$ cat config.mk
export PLATFORM = sky130hd
export DESIGN_NAME = byte_striping
export DESIGN_NICKNAME = d
export VERILOG_FILES = /design/src/rtl/byte_striping.sv
export SDC_FILE = /design/constraint.sdc
export NUM_CORES = 1
export LEC_CHECK = 0
export BUFFER_PORTS_ARGS = -buffer_cell sky130_fd_sc_hd__buf_4
export CAP_MARGIN = 0
export CORE_MARGIN = 2
export CORE_UTILIZATION = 32
export DETAILED_ROUTE_END_ITERATION = 8
export PLACE_DENSITY = 0.55
export SLEW_MARGIN = 40
export SYNTH_ARGS = -nofsm -noshare
export SYNTH_HDL_FRONTEND = slang
export SYNTH_SLANG_ARGS = --single-unit
$ cat constraint.sdc
create_clock -name clk -period 3.8 [get_ports clk]
set_input_delay 0 -clock clk [delete_from_list [all_inputs] [get_ports clk]]
set_output_delay 0 -clock clk [all_outputs]
set_load 0.05 [all_outputs]
$ cat src/rtl/byte_striping.sv
// Round-robin byte striper: spreads a single-lane byte stream across LANES
// registered output lanes, with group-completion, resync and partial-group reporting.
module byte_striping #(
  parameter int LANES = 4,
  parameter int WIDTH = 8,
  parameter int CNT_W = 8,
  localparam int PTR_W = $clog2(LANES)
) (
  input  logic                   clk,
  input  logic                   reset_L,
  input  logic [WIDTH-1:0]       data_in,
  input  logic                   valid_in,
  input  logic                   align_in,
  output logic [LANES*WIDTH-1:0] lane_data_out,
  output logic [LANES-1:0]       valid_out,
  output logic                   group_done,
  output logic                   partial_err,
  output logic [CNT_W-1:0]       group_count,
  output logic [PTR_W-1:0]       lane_ptr
);

  localparam logic [PTR_W-1:0] LAST_LANE = PTR_W'(LANES - 1);

  logic [WIDTH-1:0] lane_reg [LANES];
  logic [LANES-1:0] valid_reg, valid_next;
  logic             done_reg, done_next;
  logic             perr_reg, perr_next;
  logic [CNT_W-1:0] count_reg, count_next;
  logic [PTR_W-1:0] ptr_reg, ptr_next;
  logic             wr_en;
  logic [PTR_W-1:0] wr_lane;

  // Align wins over a normal accept: the coincident byte is redirected to
  // lane 0, so group_done and partial_err can never fire together.
  always_comb begin
    wr_en      = 1'b0;
    wr_lane    = ptr_reg;
    ptr_next   = ptr_reg;
    done_next  = 1'b0;
    perr_next  = 1'b0;
    count_next = count_reg;
    if (align_in) begin
      perr_next = (ptr_reg != '0);
      if (valid_in) begin
        wr_en    = 1'b1;
        wr_lane  = '0;
        ptr_next = PTR_W'(1);
      end else begin
        ptr_next = '0;
      end
    end else if (valid_in) begin
      wr_en   = 1'b1;
      wr_lane = ptr_reg;
      if (ptr_reg == LAST_LANE) begin
        ptr_next   = '0;
        done_next  = 1'b1;
        count_next = count_reg + CNT_W'(1);
      end else begin
        ptr_next = ptr_reg + PTR_W'(1);
      end
    end
    valid_next = wr_en ? (LANES'(1) << wr_lane) : '0;
  end

  always_ff @(posedge clk) begin
    if (!reset_L) begin
      valid_reg <= '0;
      done_reg  <= 1'b0;
      perr_reg  <= 1'b0;
      count_reg <= '0;
      ptr_reg   <= '0;
    end else begin
      valid_reg <= valid_next;
      done_reg  <= done_next;
      perr_reg  <= perr_next;
      count_reg <= count_next;
      ptr_reg   <= ptr_next;
    end
  end

  // Lane contents persist until overwritten; only reset clears them.
  generate
    for (genvar gi = 0; gi < LANES; gi++) begin : g_lane
      always_ff @(posedge clk) begin
        if (!reset_L) begin
          lane_reg[gi] <= '0;
        end else if (wr_en && (wr_lane == PTR_W'(gi))) begin
          lane_reg[gi] <= data_in;
        end
      end
      assign lane_data_out[gi*WIDTH +: WIDTH] = lane_reg[gi];
    end
  endgenerate

  assign valid_out   = valid_reg;
  assign group_done  = done_reg;
  assign partial_err = perr_reg;
  assign group_count = count_reg;
  assign lane_ptr    = ptr_reg;

endmodule

Word level (Yosys, flattened, before mapping):

Memory sizes are Yosys's and may differ from the RTL's.
Cells that the tools add are included.

* add/sub/neg operators: 2
* equal/unequal tests: 4
* shift-type cells: 1
* muxes and demuxes: 25
* bitwise logic cells: 7
* reductions and logical operators: 11

Operators by type and width (count)
* 2-to-1 mux 8 bit: 4
* 2-to-1 mux 1 bit: 16
* 2-to-1 mux 2 bit: 5
* adder 8 x 1 -> 8 bit (second input constant): 1
* == test 2 bit (second input constant): 3
* logical AND 1 bit: 4
* bitwise OR 1 bit: 4
* AND reduction 2 bit: 2
* nonzero test 2 bit: 2
* << shifter 1 x 2 -> 4 bit (first input constant): 1
* inverter 1 bit: 3
* AND reduction 3 bit: 1
* OR reduction 3 bit: 1
* adder 2 x 1 -> 2 bit (second input constant): 1
* == test 2 x 1 -> 1 bit (second input constant): 1
* logical NOT 2 bit: 1

* flip-flop bits (word level): 16
* memory bits (writable): 32
* input port bits: 12
* output and inout bits: 48
* word-level logic and storage cells: 56
* memories kept: 1

Memories
* lane_reg: words 4, width 8, read ports 4, clocked after Yosys merged registers in 0, wr ports 4, line 24 `logic [WIDTH-1:0] lane_reg [LANES];`

Logic depth before layout (Yosys ltp):

* depth in word-level cells: 8
* mapped depth: 4
* gate-level depth less buffers: 4

Worst setup path after synthesis:

Ideal clock, no wire load.

* path kind: register -> register
* start point: register ptr_reg[1] (netlist: lane_ptr[1])
* end point: register count_reg[6] (netlist: group_count[6])
* library setup time: 0.071 ns
* arrival time: 1.831 ns
* slack: 1.899 ns
* cell stages (with the launch flop): 5
* buffers on the path: 0
* period minus slack after synthesis: 1.901 ns
* cell sequence: dfxtp_1 ha_1 nand4b_4 or4_1 a21oi_1

* longest elaborated chain between the ends: 2

RTL lines
* start: declaration: line 29 `logic [PTR_W-1:0] ptr_reg, ptr_next;`
* start signal: assignment: line 77 `ptr_reg <= ptr_next;`
* == test 2 bit: line 54 `if (ptr_reg == LAST_LANE) begin`
* AND reduction 3 bit (no line)
* end signal: assignment: line 76 `count_reg <= count_next;`
* end: declaration: line 28 `logic [CNT_W-1:0] count_reg, count_next;`

No other way between the ends.
A chain may end at the register's enable or synchronous reset.

Worst setup path after layout:

Ends and elaborated chain as after synthesis.

==> flow_summary_export.csv <==
group,metric,value,unit
status,status,"finished, final reports clean",
global_routing,grt_pass1_wl,5910,microns
layout,fin_area,0.00249,sq mm
synthesis,synth_flop_cell,"edfxtp_1",
timing,rsz0062_at_grt,"no",
timing,setup_viol,0,
floorplanning,die_y,80.3,microns
floorplanning,rows,27,
floorplanning,pin_count,60,
timing,period_share,43.7,%
route,drt-pass1-iter-count,4,
setup_path,crit_family,"simple AND/OR/NAND/NOR gates",
route,viasPerCell,4.57,
timing,tns,0,ps
floorplanning,dieArea,0.00645,sq mm
clock_network,cts_hold_buf,2,
floorplanning,coreArea,0.00557,sq mm
global_routing,grt_use_total,12.0,%
synthesis,synth_top_cell_area_share,51.6,%
route,drc_errors,0,
clock_network,cts_buffer_depth,2,
synthesis,async_reset_ff_share,0,%
place,post_dp_cell_area,0.00238,sq mm
setup_path,cp.arrival,1890,ps
power,powerDensity,411,mW/mm^2
clock_network,cts_resized,0,
clock_network,root_buffer,"clkbuf_8",
timing,tightest_slew,674,ps
layout,antennaDiodeCount,0,
power,leakage,0.00107,uW
place,routabilityCongestion,0.724,
hold_path,holdCritPathClass,"in2reg",
clock_network,tritoncts,"done",
power,irDropWorstVdd,0.142,mV
timing,fin_crit,1660,ps
setup_path,crit_type,"reg2reg",
route,num_vias,1275,
synthesis,synth_area_leaders,"edfxtp_1 52%, dfxtp_1 17%, and2_1 11%, ha_1 2.0%, o21ai_0 1.9%",
clock_network,numCtsBuffers,5,
hold_path,hp-start,"data_in[0]",
route,post_drt_wl_per_cell,13.3,microns
timing,worst_clock_skew,4.65,ps
synthesis,syn_nets,156,
synthesis,synth-seq-cells,48,
synthesis,ys_top_cells_by_count,"32 x and2_1, 32 x edfxtp_1, 16 x dfxtp_1",
synthesis,seq_area_frac_synth,68.8,%
flow_run,drv_cap,0,
synthesis,synth_area_per_cell,13.2,sq um
layout,drive_gt1_share,31.9,%
layout,largest_reg_flops,32,
timing,slew_violations,0,
global_routing,grt_overflow_total,0,
setup_path,r2r-start,"lane_ptr[1]",
synthesis,syn_inst,141,
setup_path,cp.required,4030,ps
route,drt-total-wl,3720,microns
clock_network,cts.sinks,48,
setup_path,start_kind,"flop",
setup_path,end_kind,"flop",
global_routing,antenna_found_initial,0,
layout,layout.nets,221,
timing,hold_viol_final,0,
clock_network,clk_latency,290,ps
synthesis,netlist_area,0.00186,sq mm
place,portBuffers,59,
synthesis,synth_cell_types,23,
clock_network,clk_pin_slew_worst_paths,80,ps
setup_path,cp_cell_sequence,"ha_1 -> nand4b_4 -> or4_1 -> a21oi_1",
clock_network,htreeDepth,2,
route,drt-initial-drc-count,68,
timing,slew_headroom,54.7,%
setup_path,crit_path_max_incr_delay,520,ps
setup_path,critical_path.startpoint,"lane_ptr[1]",
synthesis,synth-warning-count,0,
synthesis,synth_edf_count,32,
layout,area_delta_synth_final,33.5,%
clock_network,cts_setup_buffers,0,
synthesis,synth_top_area_cell,"edfxtp_1",
timing,max_clock_freq,602,MHz
global_routing,grt_start_max_net_pins,14,
power,total_power,1020,uW
floorplanning,initial_core_util,33.4,%
place,place_hpwl,2870,microns
route,detail-route-antenna-nets,0,
setup_path,path_buf_inv,0,
global_routing,grt_pass1_vias,1240,
floorplanning,die_w,80.3,microns
setup_path,critical_path.slowest_cell,"or4_1",
setup_path,cp_max_fo,10,
## cell families after synthesis
logic type | share of synthesized area [%]
flip-flops | 68.8
buffers and inverters | 1.61
AND/OR/NAND/NOR | 20.3
multiplexers | 1.07
adder cells (fa/ha/maj) | 2.01
AO/OA/AOI/OAI | 5.24
XOR/XNOR | 0.940
## worst register-to-register path: cells and delay by family (launching register included)
family	cells	cell delay, ps
compound gates	1	140
fa+ha+maj	1	290
flops	1	470
simple gates	2	700
## cell type report
type | instances | area [sq um]
Fill cell | 515 | 3090
Sequential cell | 48 | 1280
Multi-Input combinational cell | 87 | 552
Timing Repair Buffer | 61 | 463
Clock buffer | 8 | 90.1
Tap cell | 72 | 90.1
Inverter | 3 | 11.3
## layer usage
layer,up-vias,GRT usage (%),routed length [microns]
met3,4,2.92,287
li1,624,-,-
met4,0,4.07,20
met1,600,12.7,1460
met2,47,23.0,1960
met5,-,0,0
## worst paths after layout
| path | endpoint | slack, ps | cells after the start |
|---|---|---|---|
| worst max register to register | group_count[6] | 2140 | 4 |
| worst min-delay path | lane_reg[2][0] | 20 | 2 |
| worst max-delay path | group_count[6] | 2140 | 4 |
| worst min register to register | group_count[7] | 500 | 2 |
## cells in the final DEF (no fill, tap or decap), drive strengths merged
| cell | instances |
|---|---|
| edfxtp | 32 |
| a21oi | 6 |
| xor2 | 2 |
| nor3 | 1 |
| and2 | 32 |
| clkbuf | 8 |
| nor2 | 9 |
| dlygate4sd3 | 2 |
| mux2i | 2 |
| nand4b | 2 |
| o21ai | 7 |
| nand2b | 3 |
| o211a | 1 |
| buf | 59 |
| or3 | 3 |
| nand4 | 1 |
| nand3b | 2 |
| o31ai | 3 |
| dfxtp | 16 |
| or4 | 3 |
| nand2 | 7 |
| ha | 3 |
| inv | 3 |
## power breakdown
part,total [uW],internal [uW],switching (uW)
Sequential,583,576,7.36
Clock,298,148,150
Combinational,142,40.6,101
Total,1020,765,258
## metrics by stage
step	worst slack, ps	hold WS (ps)	instances	utilization, %
after floorplan	1900	123	141	-
after global placement	2090	242	269	42.6
after detailed placement	2150	259	269	42.6
after CTS	2130	12.4	279	44.6
after global routing	2040	8.70	279	44.6
final	2140	16.8	279	44.6
No activity file was read; power rests on OpenSTA's default activity.
